[src/rtl/mem_pkg.sv]
// ============================================================================
// Module : mem_pkg
// Brief  : Shared memory-port constants and DMA state encoding.
// Rev    : 1.0
// ============================================================================
`default_nettype none

package mem_pkg;

   localparam int ADDR_W     = 16;
   localparam int DATA_W     = 16;
   localparam int WORD_BYTES = 2;

   typedef enum logic [1:0] {
      IDLE  = 2'd0,
      READ  = 2'd1,
      WRITE = 2'd2,
      DONE  = 2'd3
   } dma_state_t;

endpackage

`default_nettype wire

[src/rtl/mem_dma_copy.sv]
// ============================================================================
// Module : mem_dma_copy
// Brief  : Word-by-word memory copy initiator. MEM_DMA_CHECKSUM_EN adds a
//          running sum of the copied words on the checksum port.
// Rev    : 1.0
// ============================================================================
`default_nettype none

module mem_dma_copy
   import mem_pkg::*;
#(
   parameter int ADDR_W = mem_pkg::ADDR_W,
   parameter int DATA_W = mem_pkg::DATA_W,
   parameter int LEN_W  = 16
) (
   input  logic              clk,
   input  logic              rst,
   input  logic              start,
   input  logic [ADDR_W-1:0] src_addr,
   input  logic [ADDR_W-1:0] dst_addr,
   input  logic [LEN_W-1:0]  len,
   output logic              busy,
   output logic              done,
   output logic [DATA_W-1:0] checksum,
   output logic              mem_req,
   input  logic              mem_gnt,
   output logic [ADDR_W-1:0] mem_address,
   output logic [DATA_W-1:0] mem_data_in,
   output logic              mem_write_enable,
   input  logic [DATA_W-1:0] mem_data_out
);

   localparam logic [ADDR_W-1:0] c_step = ADDR_W'(WORD_BYTES);
   localparam logic [LEN_W-1:0]  c_one  = LEN_W'(1);

   dma_state_t        r_state;
   logic [ADDR_W-1:0] r_src_ptr;
   logic [ADDR_W-1:0] r_dst_ptr;
   logic [LEN_W-1:0]  r_cnt;
   logic [DATA_W-1:0] r_buf;

   always_ff @(posedge clk) begin
      if (rst) begin
         r_state   <= IDLE;
         r_src_ptr <= '0;
         r_dst_ptr <= '0;
         r_cnt     <= '0;
         r_buf     <= '0;
      end else begin
         case (r_state)
            IDLE: begin
               if (start) begin
                  r_src_ptr <= src_addr;
                  r_dst_ptr <= dst_addr;
                  r_cnt     <= len;
                  r_state   <= (len == '0) ? DONE : READ;
               end
            end
            READ: begin
               if (mem_gnt) begin
                  r_buf     <= mem_data_out;
                  r_src_ptr <= r_src_ptr + c_step;
                  r_state   <= WRITE;
               end
            end
            WRITE: begin
               if (mem_gnt) begin
                  r_dst_ptr <= r_dst_ptr + c_step;
                  r_cnt     <= r_cnt - c_one;
                  r_state   <= (r_cnt == c_one) ? DONE : READ;
               end
            end
            DONE:    r_state <= IDLE;
            default: r_state <= IDLE;
         endcase
      end
   end

`ifdef MEM_DMA_CHECKSUM_EN
   logic [DATA_W-1:0] r_checksum;

   always_ff @(posedge clk) begin
      if (rst) begin
         r_checksum <= '0;
      end else if (r_state == IDLE && start) begin
         r_checksum <= '0;
      end else if (r_state == WRITE && mem_gnt) begin
         r_checksum <= r_checksum + r_buf;
      end
   end

   assign checksum = r_checksum;
`else
   assign checksum = '0;
`endif

   assign busy    = (r_state == READ) || (r_state == WRITE);
   assign done    = (r_state == DONE);
   assign mem_req = busy;

   always_comb begin
      mem_address = '0;
      mem_data_in = '0;
      case (r_state)
         READ:  mem_address = r_src_ptr;
         WRITE: begin
            mem_address = r_dst_ptr;
            mem_data_in = r_buf;
         end
         default: ;
      endcase
   end

   // Reset suppresses the strobe so an in-flight word is never written as reset lands.
   assign mem_write_enable = (r_state == WRITE) && mem_gnt && !rst;

endmodule

`default_nettype wire

[config.mk]
export PLATFORM = sky130hd
export DESIGN_NAME = mem_dma_copy
export DESIGN_NICKNAME = d
export VERILOG_FILES = /design/src/rtl/mem_pkg.sv /design/src/rtl/mem_dma_copy.sv
export SDC_FILE = /design/constraint.sdc
export NUM_CORES = 1
export LEC_CHECK = 0
export BUFFER_PORTS_ARGS = -buffer_cell sky130_fd_sc_hd__buf_2
export CAP_MARGIN = 25
export CELL_PAD_IN_SITES_DETAIL_PLACEMENT = 1
export CELL_PAD_IN_SITES_GLOBAL_PLACEMENT = 2
export CORE_MARGIN = 2
export CORE_UTILIZATION = 32
export DETAILED_ROUTE_END_ITERATION = 12
export PLACE_DENSITY = 0.83
export SYNTH_ARGS = -nofsm -noshare
export SYNTH_HDL_FRONTEND = slang
export SYNTH_SLANG_ARGS = --single-unit
[constraint.sdc]
create_clock -name clk -period 4.4 [get_ports clk]
set_clock_uncertainty 0.05 [all_clocks]
set_input_delay 0.22 -clock clk [delete_from_list [all_inputs] [get_ports clk]]
set_output_delay 0.22 -clock clk [all_outputs]
set_load 0.05 [all_outputs]
==> reports/results.ini <==
[power_and_ir_drop]
leakage_power_total_nw = 2.01
post-layout-total-power_mw = 3.64
power.density_nw_per_um2 = 698
ir_worst_vdd_v = 0.000188

[sta]
fmax_mhz = 341
slew_viol_final = 0
timing_worst_slew_pin_value_ns = 0.854
fin_ws_ns = 1.47
rsz_0062_raised_after_global_routing = false
slew-limit-headroom = 0.426
setup_total_negative_slack_ns = 0
final_setup_violating_endpoints = 0
post-route-min-period_ns = 2.93
final_min_period_over_clock_period = 0.667
finalHoldViolations = 0

[clocking]
cts_max_level = 3
cts_buffer_depth = 2
numCtsBuffers = 9
clock-sinks = 66
postCtsSetupBuffers = 0
cts_tree = built
holdBufCountCts = 0
clkTransAtPathRegs_ns = 0.05
cts-resized-gates = 0
clk_latency_ns = 0.34
cts_root_buffer = sky130_fd_sc_hd__clkbuf_16

[hold_path]
worstHoldPathCells = 3
hp_class = input port to flop
min-delay-start = mem_data_out[8]

[route]
detailedRoute.firstIterationViolations = 297
drc_errors = 0
num_vias = 4756
first_pass_iters = 4
routed_wire_length_per_instance_um = 18.5
final_antenna_net_count = 0
wire_length_reported_by_the_detailed_router_um = 15600
average_vias_per_placed_instance = 5.64

[logic_synthesis]
synth_enable_flop_cells = 0
post_synthesis_cell_type_with_the_largest_combined_area = sky130_fd_sc_hd__dfxtp_1
yosysUniqueCellTypes = 60
synthCells = 589
syn_avg_cell_area_sq_um = 7.48
synth.ff_latch_count = 66
async_reset_ff_frac = 0
ys_top_cells_by_area = sky130_fd_sc_hd__dfxtp_1 30%, sky130_fd_sc_hd__a21oi_1 6.5%, sky130_fd_sc_hd__nand2_1 5.9%
synth_ff_type = sky130_fd_sc_hd__dfxtp_1
synth_top_area_share = 0.300
netlist_area_sq_um = 4410
yosys_warnings = 0
synth_sequential_area_ratio = 0.300

[critical_path]
worst-r2r-setup-slack_ns = 1.68
worst-setup-path-type = flop to primary output
worstPathArrival_ns = 2.66
cp.buffers_inverters = 3
timing.critical_path.to_type = primary output
crit_fanout = 53
path_cells = inv_1 > ha_2 > buf_4 > nand2_1 > a21boi_0 > buf_2
max_stage_delay_ns = 0.56
worst_r2r_startpoint = r_state[0]
worstRegToRegCells = 6
crit_path_start_kind = flop
crit_family = buffers and inverters
timing.critical_path.slowest_stage_cell = sky130_fd_sc_hd__buf_4
required_ns = 4.13
setup.worst_path.start = r_state[0]
worst-path-stages = 6

[placement]
portBuffers = 103
placement_stage_worst_setup_slack_ns = 1.66
postPlaceCellArea_sq_um = 4940
place.gp.congestion = 0.820
half_perimeter_wire_length_after_placement_um = 11200

[layout]
layout.nets = 739
n_fill_cell = 1686
synthToLayoutAreaGrowth_pct = 18.4
insertedDiodeCount = 0
drive_gt1_frac = 0.204
design_area_sq_um = 5220
utilization = 0.391

[global_route]
grt_start_max_net_pins = 54
overflow = 0
antenna_found_initial = 0
global_route.usage.total = 0.214
first_pass_grt_wire_length_um = 25000
via_count_of_the_first_global_routing_pass = 4778

[die]
die_x_um = 121
chipHeight_um = 121
die_area_sq_um = 14700
initial_core_util = 0.330
rows = 42
ioPinCount = 120
core_area_sq_um = 13300

[run]
timing.max_cap.violations = 0

[run_status]
outcome = finished clean

[area by class of cell]
| type | count | area, sq um | share of cell area |
|---|---|---|---|
| repair buffers | 109 | 572 | 0.110 |
| clock inverters | 3 | 15.0 | 0.00288 |
| clock buffers | 13 | 250 | 0.0480 |
| flip-flops and latches | 66 | 1320 | 0.253 |
| multi-input cells | 464 | 2790 | 0.535 |
| inverters | 12 | 45.0 | 0.00864 |
| well taps | 176 | 220 | 0.0422 |
[metrics by stage]
stage	hold slack (ns)	instances
floorplan	0.306	604
global placement	0.387	825
detailed placement	0.392	826
CTS	0.0590	842
global route	0.0631	843
finish	0.0644	843
[synthesized netlist by cell type, drive strengths merged (12+ instances only)]
cell	number
clkbuf	36
a22oi	19
nor2b	21
dfxtp	66
a31oi	12
inv	12
and2	23
o21ai	27
nand2	69
buf	26
nor2	31
nand4	20
nand3	22
a21oi	57
nor3	16
[worst reg2reg max path: cells and delay by family, from the launching register on]
kind	cells	cell delay, ns
adder cells (fa/ha/maj)	1	0.54
flip-flops	1	0.34
AO/OA/AOI/OAI	1	0.25
buffers and inverters	1	0.11
AND/OR/NAND/NOR	3	1.33
[power breakdown]
group	total, mW	switching [mW]	internal (mW)
Clock	0.673	0.279	0.395
Combinational	1.86	1.24	0.625
Sequential	1.10	0.297	0.804
[routing by layer]
metal	vias to the layer above	global-route usage	share of wire	routed length, um
li1	2280	-	-	-
met4	0	0.0704	0.017	267
met2	143	0.356	0.48	7450
met3	17	0.0395	0.051	794
met1	2316	0.279	0.45	7090
met5	-	0	0	0
[cells by family after synthesis]
| family | after synthesis | share of synthesized area |
|---|---|---|
| buffers and inverters | 74 | 0.0798 |
| and+or+nand+nor | 252 | 0.308 |
| adders and majority gates | 9 | 0.0256 |
| other | 1 | 0.000851 |
| xor gates and xnor gates | 1 | 0.00199 |
| DFF | 66 | 0.300 |
| muxes | 12 | 0.0281 |
| AOI/OAI and AO/OA | 174 | 0.256 |
[path summary, 6_finish.rpt]
check                    endpoint
setup / recovery  mem_address[13]
hold / removal           r_buf[8]
setup reg to reg     r_dst_ptr[8]
hold reg to reg          r_buf[2]
[sequential cells by signal (all words and copies together) (netlist names)]
register	flops
r_state	2
r_cnt	16
r_buf	16
r_dst_ptr	16
r_src_ptr	16
[layout by cell type (no fill, tap or decap), types with 12 or more instances in the layout]
| master | n |
|---|---|
| sky130_fd_sc_hd__nor2b_1 | 21 |
| sky130_fd_sc_hd__a22oi_1 | 19 |
| sky130_fd_sc_hd__inv_1 | 12 |
| sky130_fd_sc_hd__a21oi_1 | 57 |
| sky130_fd_sc_hd__nand4_1 | 20 |
| sky130_fd_sc_hd__buf_2 | 103 |
| sky130_fd_sc_hd__conb_1 | 16 |
| sky130_fd_sc_hd__and2_1 | 23 |
| sky130_fd_sc_hd__o21ai_0 | 24 |
| sky130_fd_sc_hd__nor2_1 | 31 |
| sky130_fd_sc_hd__dfxtp_1 | 66 |
| sky130_fd_sc_hd__nor3_1 | 13 |
| sky130_fd_sc_hd__a31oi_1 | 12 |
| sky130_fd_sc_hd__nand3_1 | 22 |
| sky130_fd_sc_hd__nand2_1 | 69 |
Power figures use the tool's default switching activity.
